$ cat src/rtl/div_ratio_ctrl.sv
// Clock-divider ratio controller: gates the divider clock-enable off, drains the
// old period, loads the new ratio and resumes, with a valid/ready config port.
module div_ratio_ctrl #(
    parameter int                  RATIO_WD      = 8,
    parameter logic [RATIO_WD-1:0] DEFAULT_RATIO = 8'd2
) (
    input  logic                i_ref_clk,
    input  logic                i_rst,
    input  logic                i_en,
    input  logic                i_cfg_valid,
    input  logic [RATIO_WD-1:0] i_cfg_ratio,
    output logic                o_cfg_ready,
    output logic                o_clk_en,
    output logic [RATIO_WD-1:0] o_div_ratio,
    output logic                o_busy,
    output logic                o_done,
    output logic                o_cfg_err
);

    typedef enum logic [1:0] {
        IDLE,
        DRAIN,
        LOAD,
        RESUME
    } state_t;

    localparam logic [RATIO_WD-1:0] ONE = RATIO_WD'(1);

    state_t              state_q, state_d;
    logic [RATIO_WD-1:0] cnt_q, cnt_d;
    logic [RATIO_WD-1:0] pend_q, pend_d;
    logic [RATIO_WD-1:0] ratio_d;
    logic                clk_en_d, done_d, err_d;
    logic                handshake;

    assign handshake = i_cfg_valid & o_cfg_ready;

    // NOTE: every variable gets a default before the case so no path leaves one
    // unassigned; otherwise synthesis infers a latch to hold the old value.
    always_comb begin
        state_d  = state_q;
        cnt_d    = cnt_q;
        pend_d   = pend_q;
        ratio_d  = o_div_ratio;
        clk_en_d = 1'b0;
        done_d   = 1'b0;
        err_d    = 1'b0;
        unique case (state_q)
            IDLE: begin
                clk_en_d = i_en;
                if (handshake) begin
                    if (i_cfg_ratio == '0) begin
                        err_d = 1'b1;
                    end else if (i_cfg_ratio == o_div_ratio) begin
                        done_d = 1'b1;
                    end else begin
                        pend_d   = i_cfg_ratio;
                        // A zero ratio can only come from DEFAULT_RATIO; drain at least once.
                        cnt_d    = (o_div_ratio == '0) ? ONE : o_div_ratio;
                        clk_en_d = 1'b0;
                        state_d  = DRAIN;
                    end
                end
            end
            DRAIN: begin
                if (cnt_q <= ONE) state_d = LOAD;
                else              cnt_d   = cnt_q - ONE;
            end
            LOAD: begin
                ratio_d = pend_q;
                state_d = RESUME;
            end
            RESUME: begin
                clk_en_d = i_en;
                done_d   = 1'b1;
                state_d  = IDLE;
            end
            default: state_d = IDLE;
        endcase
    end

    // NOTE: sequential state uses non-blocking assignments so every register
    // samples the pre-edge values, independent of statement order.
    always_ff @(posedge i_ref_clk or posedge i_rst) begin
        if (i_rst) begin
            state_q     <= IDLE;
            cnt_q       <= '0;
            pend_q      <= '0;
            o_div_ratio <= DEFAULT_RATIO;
            o_clk_en    <= 1'b0;
            o_done      <= 1'b0;
            o_cfg_err   <= 1'b0;
            o_busy      <= 1'b0;
            o_cfg_ready <= 1'b1;
        end else begin
            state_q     <= state_d;
            cnt_q       <= cnt_d;
            pend_q      <= pend_d;
            o_div_ratio <= ratio_d;
            o_clk_en    <= clk_en_d;
            o_done      <= done_d;
            o_cfg_err   <= err_d;
            o_busy      <= (state_d != IDLE);
            o_cfg_ready <= (state_d == IDLE);
        end
    end

endmodule

$ cat config.mk
export PLATFORM = sky130hd
export DESIGN_NAME = div_ratio_ctrl
export DESIGN_NICKNAME = d
export VERILOG_FILES = /design/src/rtl/div_ratio_ctrl.sv
export SDC_FILE = /design/constraint.sdc
export NUM_CORES = 1
export LEC_CHECK = 0
export BUFFER_PORTS_ARGS = -buffer_cell sky130_fd_sc_hd__buf_2
export CELL_PAD_IN_SITES_DETAIL_PLACEMENT = 1
export CELL_PAD_IN_SITES_GLOBAL_PLACEMENT = 2
export CORE_MARGIN = 2
export CORE_UTILIZATION = 35
export CTS_CLUSTER_DIAMETER = 60
export CTS_CLUSTER_SIZE = 25
export DETAILED_ROUTE_END_ITERATION = 16
export PLACE_DENSITY = 0.82
export SYNTH_ARGS = -nofsm -noshare
export SYNTH_HDL_FRONTEND = slang
export SYNTH_SLANG_ARGS = --single-unit
$ cat constraint.sdc
create_clock -name i_ref_clk -period 2.7 [get_ports i_ref_clk]
set_clock_uncertainty 0.1 [all_clocks]
set_input_delay 0.54 -clock i_ref_clk [delete_from_list [all_inputs] [get_ports i_ref_clk]]
set_output_delay 0.54 -clock i_ref_clk [all_outputs]
set_load 0.01 [all_outputs]
# Yosys cells after proc, flatten, opt, wreduce, memory -nomap -nowiden
# Index checks and enable logic that the tools add are counted.
[totals]
ff_bits = 31
latch_bits = 0
ramBits = 0
mem_bits_ro = 0
output_inout_bits = 13
wordCells = 52
mem_count = 0
[op_classes]
add_sub_neg = 1
mul = 0
div_mod_pow = 0
order_cmp = 1
n_eq_ne = 8
n_shift = 0
mux = 22
n_bitwise = 3
n_reduce_logical = 8
[ops]
columns = ["cell", "n"]
rows = [
  ["$mux 8", 5],
  ["$logic_not 8->1", 2],
  ["$pmux 8 s2", 1],
  ["$mux 1", 9],
  ["$eq 8x8->1", 1],
  ["$le 8x1->1 const B", 1],
  ["$mux 2", 4],
  ["$ne 2x2->1 const B", 4],
  ["$pmux 2 s4", 1],
  ["$sub 8x1->8 const B", 1],
  ["$reduce_and 5->1", 1],
  ["$eq 2x2->1 const B", 2],
  ["$logic_not 2->1", 2],
  ["$pmux 1 s2", 2],
  ["$reduce_and 4->1", 1],
  ["$reduce_bool 2->1", 2],
  ["$eq 2x1->1 const B", 1],
  ["$not 1->1", 2],
  ["$and 1x1->1", 1],
]

# Depth between registers and ports, before layout
# Gate-level depths: netlist (run 1).
[logic_depth]
word_depth = 6
ltp_mapped = 9
ltp_nobuf = 8

# Worst setup path before layout (run 1)
# No wires, ideal clock.
[synth_path]
kind = "register to register"
startpoint = "register cnt_q[0]"
endpoint = "register o_busy"
setup_time_ps = 126
arrival_time_ps = 1821
slack_ps = 653
path_stages_with_launch = 9
n_path_buf = 1
synth_period_minus_slack_ps = 2047
path_cell_list = "dfrtp_1 > inv_1 > ha_1 > nor2_1 > or3_1 > buf_6 > a21oi_2 > o22ai_1 > o32a_1"
[synth_between]
elab_chain_len = 4
[synth_rtl]
columns = ["item", "line_no", "rtl"]
rows = [
  ["from (decl)", "30", "logic [RATIO_WD-1:0] cnt_q, cnt_d;"],
  ["from (signal assigned)", "97", "cnt_q <= cnt_d;"],
  ["$le 8x1->1", "66", "if (cnt_q <= ONE) state_d = LOAD;"],
  ["$mux 2", "66", ""],
  ["$pmux 2 s4", "48", "unique case (state_q)"],
  ["$reduce_bool 2->1", "103", "o_busy <= (state_d != IDLE);"],
  ["to (signal assigned)", "103", ""],
  ["to (decl)", "15", "output logic o_busy,"],
]
# No other way between the ends.
# A chain may end at the register's enable or synchronous reset.

# Final worst setup path (run 1)
# Same ends and word-level chain as after synthesis.

==> out/qor.csv, run 1 <==
stage,metric,value,unit
timing,Slew HR,0.600,
finish,Final Util,0.431,
critical_path,crit path max fanout,8,
floorplanning,IO Count,25,
routing,DR pass1 iterations,4,
synthesis,Post-Synth Adder-Cell Area,0.0456,
clock_network,CTS tree,built,
finish,Multi-input gate area,807,µm²
floorplanning,Core Area,4440,µm²
critical_path,Worst Setup Start Kind,flop,
critical_path,CP Launch Point,cnt_q[0],
clock_network,Clock transition at path regs,70,ps
critical_path,reg-to-reg critical path startpoint,cnt_q[0],
synthesis,Simple-Gate Fraction of Synth Area,0.148,
grt,antenna violations before repair,0,
synthesis,synthesis warning total,0,
synthesis,"Seq/Total Area, Yosys",0.473,
clock_network,CTS root buf,clkbuf_8,
finish,Area Growth Syn to Fin,16.3,%
worst_hold_path,Worst Hold Class,in2async,
clock_network,clock sinks,31,
routing,ANT nets after route,0,
timing,fin crit period,2330,ps
finish,fin nets,207,
clock_network,post-CTS setup buffers,0,
synthesis,"top cells by area, synth","dfrtp_1 44%, mux2_2 10%, ha_1 4.6%",
synthesis,Yosys reg bits,31,
synthesis,"FFs w/ async S/R, synth",1.00,
routing,DRC errors left,0,
synthesis,mapped cell area,1650,µm²
synthesis,Synth Area in XOR/XNOR,0.0426,
placement,Area after DPL,1830,µm²
synthesis,synthesized area per cell,10.3,µm²
synthesis,predominant post-synthesis flop cell,dfrtp_1,
placement,Placer Congestion,0.821,
clock_network,number of H-tree levels,2,
grt,global-route wire length before repair,7.28,mm
routing,via count,1408,
finish,Layout fillers,516,
critical_path,WS Path Type,reg2reg,
placement,Port Buf Inserts,24,
routing,routed length per instance,17.6,µm
timing,final setup vio count,0,
grt,largest net degree at the start of global routing,32,
synthesis,Commonest cells post-synth,"29 x dfrtp_1, 15 x mux2_2, 14 x nand2_1",
timing,Final Hold Viols,0,
synthesis,Unique masters post-synth,37,
clock_network,clock insertion delay at the later pin of the skew report,280,ps
synthesis,most frequent cell after synthesis,dfrtp_1,
synthesis,Syn Nets,178,
grt,Total Routing Usage GR,0.181,
grt,vias in the first global route,1473,
timing,setup TNS,0,ps
placement,hpwl dp,3.20,mm
clock_network,TritonCTS Buffers,5,
timing,RSZ-0062 raised after global routing,no,
clock_network,CTS max path bufs,2,
routing,Initial DRC Count,71,
clock_network,post_cts resized,0,
floorplanning,die area,5270,µm²
timing,hold slack,237,ps
finish,FF/Latch Area,778,µm²
run_status,outcome,finished clean,
finish,ANT cells,0,
timing,period utilisation layout,0.864,
timing,FMAX,0.429,GHz
pwr,leakage power,0.851,nW
floorplanning,initial core utilization,0.370,
synthesis,Yosys top cell area share,0.441,
routing,Via density,5.82,
timing,worst slew pin tran,596,ps
synthesis,Synth Area in Compound Gates,0.151,
synthesis,mux cell area share after synthesis,0.103,
grt,GRT Residual Overflow,0,
synthesis,Gate Count Post-Synth,160,
clock_network,cts hold-fix bufs,0,
finish,Final Cell Area,1920,µm²
critical_path,CP endpoint kind,flop,
floorplanning,# rows,24,
floorplanning,die width,72.6,µm
timing,Slew Limit Fails,0,
job,max cap viols,0,
critical_path,WP data required,2770,ps
routing,Routed WL,4.26,mm
pwr,worst vdd ir,0.408,mV
critical_path,"Arr. time, crit path",2400,ps
finish,layout cell share with drive strength beyond 1,0.289,
floorplanning,Die Span Y,72.6,µm
synthesis,main combinational cell family by area after synthesis,compound AO/OA/AOI/OAI gates,
synthesis,post-synth top area cell,dfrtp_1,
pwr,PwrDens,1160,nW/µm²
synthesis,Post-synth EDFFs,0,
## stage by stage
stage	power (mW)	setup WS, ps	instances
after detailed placement	1.87	225	234
final	2.21	368	242
after floorplan	1.55	653	160
after global placement	1.80	386	234
after CTS	2.23	358	242
after global routing	2.39	205	242
## placed cells by master (no fill, tap or decap), drive strengths merged, types with 3 or more instances in the layout
master  netlist  routed
nor2          8       8
o21ai         6       6
o31ai         3       3
inv           7       7
mux2         15      15
ha            6       6
a21oi        11      11
nand4         4       4
nor4          3       3
a31oi         3       3
clkbuf        4       7
dfrtp        29      29
xnor2         8       8
nand2        14      14
o22ai         4       4
buf           3      29
nor3          5       5
or3           4       4
## logic make-up (layout without fill, tap and decap cells)
| family | count (synthesis) | after routing |
|---|---|---|
| AO/OA/AOI/OAI | 38 | 38 |
| XOR/XNOR | 8 | 8 |
| flip-flops | 31 | 31 |
| AND/OR/NAND/NOR | 48 | 48 |
| adder cells (fa/ha/maj) | 6 | 6 |
| multiplexers | 15 | 15 |
| buffers and inverters | 14 | 44 |
## area by class of cell
| class | instances | share of cell area |
|---|---|---|
| sequential | 31 | 0.406 |
| timing repair buffer | 29 | 0.0823 |
| inverter | 7 | 0.0137 |
| multi-input combinational | 115 | 0.421 |
| clock inverter | 1 | 0.00261 |
| clock buffer | 7 | 0.0398 |
| tap | 52 | 0.0340 |
## critical path: stages, from the launching register on
cell	delay, ps
dfrtp_1	420
inv_1	140
ha_1	260
nor2_1	90
or3_1	520
a21oi_2	180
o22ai_1	140
o32a_1	360
## report_power, final
group | internal (mW) | switching (mW)
combinational | 0.457 | 0.538
sequential | 0.672 | 0.196
clock | 0.181 | 0.169
## sequential cells by signal, summed over array words and instances, names as in the netlist, 2 cells and up
name         flops
cnt_q            8
o_div_ratio      8
pend_q           8
state_q          2
## final timing paths
kind	to	slack, ps	depth (start not counted)
worst max-delay path	o_busy	370	7
worst min-delay path	o_busy	240	3
worst max register to register	o_busy	370	7
worst min register to register	pend_q[0]	400	1
max in group asynchronous	o_div_ratio[1]	1930	3
min in group i_ref_clk	pend_q[0]	400	1
## per-layer routing
metal / up-vias / GRT usage / share of wire
met5: - / 0 / 0
met1: 721 / 0.229 / 0.43
met3: 11 / 0.0276 / 0.041
met4: 0 / 0.0658 / 0.020
li1: 641 / - / -
met2: 35 / 0.312 / 0.51
Power figures use the tool's default switching activity.
==> run 2, diff against run 1 <==
--- a/config.mk
+++ b/config.mk
@@ -10,10 +10,12 @@
 export CELL_PAD_IN_SITES_GLOBAL_PLACEMENT = 2
 export CORE_MARGIN = 2
 export CORE_UTILIZATION = 35
+export CTS_BUF_LIST = sky130_fd_sc_hd__clkbuf_16
 export CTS_CLUSTER_DIAMETER = 60
 export CTS_CLUSTER_SIZE = 25
 export DETAILED_ROUTE_END_ITERATION = 16
 export PLACE_DENSITY = 0.82
+export REMOVE_ABC_BUFFERS = 1
 export SYNTH_ARGS = -nofsm -noshare
 export SYNTH_HDL_FRONTEND = slang
 export SYNTH_SLANG_ARGS = --single-unit
==> out/qor.csv, run 2 (synthesized netlist as in run 1, its figures left out) <==
stage,metric,value,unit,change
timing,Slew Limit Fails,0,,unchanged
floorplanning,Core Area,4440,µm²,unchanged
placement,Port Buf Inserts,24,,unchanged
finish,Final Cell Area,1970,µm²,+3.1%
routing,DRC errors left,0,,unchanged
clock_network,CTS max path bufs,2,,unchanged
clock_network,number of H-tree levels,2,,unchanged
timing,period utilisation layout,0.874,,+0.0106
clock_network,clock insertion delay at the later pin of the skew report,270,ps,about the same
finish,ANT cells,0,,unchanged
timing,final setup vio count,0,,unchanged
timing,Slew HR,0.575,,-0.0244
grt,global-route wire length before repair,7.22,mm,-0.76%
timing,setup TNS,0,ps,unchanged
clock_network,CTS root buf,clkbuf_16,,
floorplanning,Die Span Y,72.6,µm,unchanged
job,max cap viols,0,,unchanged
clock_network,Clock transition at path regs,50,ps,-20 ps
critical_path,reg-to-reg critical path startpoint,state_q[1],,
grt,Total Routing Usage GR,0.180,,-0.000898
timing,FMAX,0.424,GHz,-1.2%
timing,RSZ-0062 raised after global routing,no,,
critical_path,CP endpoint kind,flop,,
routing,Initial DRC Count,37,,-48%
floorplanning,IO Count,25,,unchanged
routing,routed length per instance,17.5,µm,-0.36%
pwr,PwrDens,1210,nW/µm²,+4.9%
pwr,leakage power,0.870,nW,+2.2%
floorplanning,die area,5270,µm²,unchanged
grt,vias in the first global route,1461,,-0.81%
grt,GRT Residual Overflow,0,,unchanged
clock_network,TritonCTS Buffers,5,,unchanged
run_status,outcome,finished clean,,
placement,Placer Congestion,0.852,,+3.9%
timing,fin crit period,2360,ps,+28.7 ps
placement,hpwl dp,3.21,mm,+0.19%
pwr,worst vdd ir,0.496,mV,+22%
placement,Area after DPL,1830,µm²,-0.41%
critical_path,"Arr. time, crit path",2420,ps,+20 ps
critical_path,worst r2r path cells,8,,+1
critical_path,WP data required,2760,ps,about the same
critical_path,CP Launch Point,state_q[1],,
finish,Largest regs,"cnt_q: 8 flops, o_div_ratio: 8 flops, pend_q: 8 flops",,
finish,"most common cell after layout, fill and taps aside",dfrtp_1,,
critical_path,Critical Path End,cnt_q[6],,
routing,DR pass1 iterations,4,,unchanged
finish,layout cell share with drive strength beyond 1,0.302,,+0.0121
grt,largest net degree at the start of global routing,20,,-38%
floorplanning,initial core utilization,0.370,,unchanged
finish,Layout fillers,519,,+0.58%
critical_path,R2R Setup Slk,340,ps,-30 ps
routing,Via density,5.63,,-3.2%
floorplanning,die width,72.6,µm,unchanged
routing,Routed WL,4.23,mm,-0.77%
clock_network,CTS tree,built,,
worst_hold_path,Worst Hold Class,in2async,,
critical_path,WS Path Type,reg2reg,,
critical_path,Worst Setup Start Kind,flop,,
floorplanning,# rows,24,,unchanged
timing,Final Hold Viols,0,,unchanged
clock_network,clock sinks,31,,unchanged
finish,"commonest non-fill, non-tap cells in the layout","29 x dfrtp_1, 24 x buf_2, 15 x mux2_2, 13 x nand2_1, 10 x a21oi_1",,
finish,Area Growth Syn to Fin,19.9,%,
critical_path,RR Endpoint,cnt_q[6],,
timing,worst slew pin tran,632,ps,+36.3 ps
critical_path,crit path max fanout,12,,+4
routing,via count,1357,,-3.6%
grt,antenna violations before repair,0,,unchanged
finish,fin nets,206,,-0.48%
routing,ANT nets after route,0,,unchanged
-- run 2: cell count changes in the layout (fill, tap and decap cells not counted) --
cell,previous run,this run
buf_4,5,4
clkbuf_1,2,0
clkbuf_16,0,5
clkbuf_8,5,0
clkinvlp_4,0,2
nand2_1,14,13
nand2_2,0,1
-- run 2: worst min path at each step --
stage / cells after the start / endpoint / slack (ps) / start
after floorplan: 2 / o_div_ratio[5] / 350 / pend_q[5]
after global placement: 2 / o_div_ratio[5] / 380 / pend_q[5]
after detailed placement: 1 / o_div_ratio[1] / 390 / pend_q[1]
after CTS: 2 / o_div_ratio[0] / 220 / i_rst
after global routing: 2 / o_div_ratio[0] / 250 / i_rst
final: 2 / o_div_ratio[0] / 210 / i_rst
-- run 2: layout make-up --
cell class                      instances  area, µm²  share of cell area
Multi-Input combinational cell        115        810               0.410
Sequential cell                        31        778               0.394
Clock inverter                          3       20.0              0.0101
Timing Repair Buffer                   28        150              0.0760
Clock buffer                            5        125              0.0634
Inverter                                7       26.3              0.0133
Tap cell                               52       65.1              0.0330
-- run 2: routing by layer --
| metal | global-route usage | share of wire | vias up |
|---|---|---|---|
| met4 | 0.0514 | 0.017 | 0 |
| met1 | 0.229 | 0.45 | 679 |
| li1 | - | - | 637 |
| met3 | 0.0456 | 0.035 | 7 |
| met2 | 0.302 | 0.50 | 34 |
| met5 | 0 | 0 | - |
-- run 2: critical path: stages (launching register included) --
cell	delay [ps]
dfrtp_1	470
inv_1	120
ha_1	330
nand3_1	180
a21oi_1	230
o21ai_0	230
nand2_2	270
nand2_1	110
o22a_1	220
-- run 2: where the power goes --
group	internal, mW	switching, mW
clock network	0.339	0.205
registers	0.673	0.194
logic	0.449	0.533
-- run 2: timing repair --
| action | in CTS | in global routing |
|---|---|---|
| setup buffers | 0 | 0 |
| hold buffers | 0 | 0 |
| setup endpoints to repair | 0 | 2 |
| gates resized for setup | 0 | 1 |
-- run 2: per-stage QoR --
step                power (mW)  hold WS [ps]  worst slack [ps]  utilization  cells
floorplan                 1.53           348              38.5            -    153
global placement          1.79           382               367        0.411    233
detailed placement        1.86           393               197        0.411    233
CTS                       2.41           220               244        0.444    241
global route              2.58           247              91.5        0.444    241
finish                    2.39           206               339        0.444    241
==> run 3, diff against run 2 <==
--- a/config.mk
+++ b/config.mk
@@ -5,15 +5,16 @@
 export SDC_FILE = /design/constraint.sdc
 export NUM_CORES = 1
 export LEC_CHECK = 0
-export BUFFER_PORTS_ARGS = -buffer_cell sky130_fd_sc_hd__buf_2
 export CELL_PAD_IN_SITES_DETAIL_PLACEMENT = 1
 export CELL_PAD_IN_SITES_GLOBAL_PLACEMENT = 2
 export CORE_MARGIN = 2
-export CORE_UTILIZATION = 35
+export CORE_UTILIZATION = 39
 export CTS_BUF_LIST = sky130_fd_sc_hd__clkbuf_16
 export CTS_CLUSTER_DIAMETER = 60
 export CTS_CLUSTER_SIZE = 25
 export DETAILED_ROUTE_END_ITERATION = 16
+export DONT_BUFFER_PORTS = 1
+export MAX_ROUTING_LAYER = met4
 export PLACE_DENSITY = 0.82
 export REMOVE_ABC_BUFFERS = 1
 export SYNTH_ARGS = -nofsm -noshare
==> out/qor.csv, run 3 (synthesized netlist as in run 1, its figures left out) <==
stage,metric,value,unit,change
run_status,outcome,finished clean,,
timing,Slew Limit Fails,0,,unchanged
pwr,PwrDens,1250,nW/µm²,+3.2%
routing,Initial DRC Count,26,,-30%
timing,setup TNS,0,ps,unchanged
critical_path,RR Endpoint,cnt_q[7],,
routing,ANT nets after route,0,,unchanged
finish,Final Util,0.456,,+0.0113
timing,fin crit period,2350,ps,-15.2 ps
floorplanning,# rows,23,,-4.2%
critical_path,worst r2r path cells,8,,unchanged
critical_path,"Arr. time, crit path",2410,ps,about the same
finish,Area Growth Syn to Fin,11.5,%,
grt,GRT Residual Overflow,0,,unchanged
timing,RSZ-0062 raised after global routing,no,,
critical_path,largest stage delay on the critical path,450,ps,-20 ps
clock_network,CTS tree,built,,
floorplanning,die width,69.0,µm,-5.0%
clock_network,CTS root buf,clkbuf_16,,
finish,"commonest non-fill, non-tap cells in the layout","29 x dfrtp_1, 15 x mux2_2, 13 x nand2_1, 10 x a21oi_1",,
critical_path,CP cell instances,"inv_1, ha_1, nand3_1, a21oi_1, o21ai_0, nand2_2, nand2_1, o22a_1",,
finish,Largest regs,"cnt_q: 8 flops, o_div_ratio: 8 flops, pend_q: 8 flops",,
routing,routed length per instance,18.2,µm,+3.8%
floorplanning,Die Span Y,69.0,µm,-5.0%
clock_network,cts hold-fix bufs,0,,unchanged
clock_network,number of H-tree levels,2,,unchanged
grt,largest net degree at the start of global routing,32,,+60%
clock_network,Clock transition at path regs,50,ps,about the same
timing,final setup vio count,0,,unchanged
pwr,Final Power,2.30,mW,-4.1%
grt,antenna violations before repair,0,,unchanged
clock_network,post_cts resized,0,,unchanged
placement,hpwl dp,2.84,mm,-11%
finish,Layout Cells excl Fill,214,,-11%
pwr,leakage power,0.761,nW,-13%
floorplanning,IO Count,25,,unchanged
critical_path,slowest CP cell,dfrtp_1,,
routing,DRC errors left,0,,unchanged
timing,FMAX,0.426,GHz,+0.65%
critical_path,WP data required,2760,ps,about the same
clock_network,clock insertion delay at the later pin of the skew report,280,ps,about the same
critical_path,Worst Setup Start Kind,flop,,
finish,ANT cells,0,,unchanged
finish,Layout fillers,468,,-9.8%
critical_path,CP endpoint kind,flop,,
timing,period utilisation layout,0.869,,-0.00565
timing,Slew HR,0.608,,+0.0326
critical_path,crit path max fanout,12,,unchanged
pwr,worst vdd ir,0.489,mV,-1.6%
routing,DR pass1 iterations,4,,unchanged
clock_network,post-CTS setup buffers,0,,unchanged
critical_path,R2R Setup Slk,350,ps,+20 ps
placement,Port Buf Inserts,0,,-100%
placement,post-placement cell count,206,,-12%
job,max cap viols,0,,unchanged
critical_path,WS Path Type,reg2reg,,
grt,vias in the first global route,1305,,-11%
floorplanning,initial core utilization,0.409,,+0.0382
floorplanning,Core Area,4030,µm²,-9.3%
routing,Via density,5.64,,+0.17%
finish,"most common cell after layout, fill and taps aside",dfrtp_1,,
timing,Final Hold Viols,0,,unchanged
finish,fin nets,181,,-12%
clock_network,TritonCTS Buffers,5,,unchanged
worst_hold_path,Worst Hold Class,in2async,,
grt,global-route wire length before repair,6.58,mm,-9.0%
timing,worst slew pin tran,583,ps,-49.4 ps
clock_network,CTS max path bufs,2,,unchanged
critical_path,reg-to-reg critical path startpoint,state_q[1],,
grt,Total Routing Usage GR,0.201,,+0.0210
finish,layout cell share with drive strength beyond 1,0.177,,-0.125
routing,Routed WL,3.90,mm,-7.8%
routing,via count,1207,,-11%
floorplanning,die area,4760,µm²,-9.7%
clock_network,clock sinks,31,,unchanged
placement,Placer Congestion,0.797,,-6.5%
## run 3: changes by cell type in the layout (fill, tap and decap cells not counted), sizes merged
| cell | delta |
|---|---|
| buf | -25 |
| inv | +1 |
| clkinv | +1 |
| clkinvlp | -2 |
## run 3: worst max-delay path by stage
stage | from | end | slack [ps] | cells past startpoint
after floorplan | i_cfg_ratio[6] | cnt_q[0] | 40 | 6
after global placement | i_cfg_ratio[1] | cnt_q[0] | 240 | 6
after detailed placement | i_cfg_ratio[1] | cnt_q[0] | 240 | 6
after CTS | state_q[1] | cnt_q[7] | 220 | 8
after global routing | state_q[1] | cnt_q[6] | 140 | 8
final | state_q[1] | cnt_q[7] | 350 | 8
## run 3: metrics by stage
step / hold slack, ps / instance area, µm² / worst slack (ps)
3_3_place_gp: 362 / 1700 / 243
3_5_place_dp: 390 / 1700 / 238
6_report: 134 / 1840 / 355
4_1_cts: 158 / 1830 / 220
5_1_grt: 173 / 1840 / 138
2_1_floorplan: 348 / 1610 / 38.5
## run 3: area by class of cell
| type | count | area (µm²) | share of cell area |
|---|---|---|---|
| inverter | 7 | 26.3 | 0.0143 |
| timing repair buffer | 3 | 22.5 | 0.0123 |
| multi-input combinational | 115 | 810 | 0.441 |
| clock inverter | 3 | 11.3 | 0.00613 |
| sequential | 31 | 778 | 0.424 |
| tap | 50 | 62.6 | 0.0341 |
| clock buffer | 5 | 125 | 0.0682 |
## run 3: worst max-delay path: cells and delay by family, from the launching register on
family | cells | cell delay, ps
AO/OA/AOI/OAI | 3 | 710
adder cells (fa/ha/maj) | 1 | 320
buffers and inverters | 1 | 110
flip-flops | 1 | 450
AND/OR/NAND/NOR | 3 | 550
## run 3: where the power goes
part           leakage (nW)  switching (mW)  internal (mW)  total, mW
clock                0.0701           0.190          0.331      0.521
combinational         0.307           0.467          0.404      0.871
sequential            0.384           0.229          0.674      0.903
## run 3: layer usage
metal,global-route usage,wire (µm),vias to the layer above
li1,-,-,582
met1,0.252,1750,586
met2,0.303,1840,32
met3,0.0617,241,7
met4,0.0809,70,0
met5,-,0,-
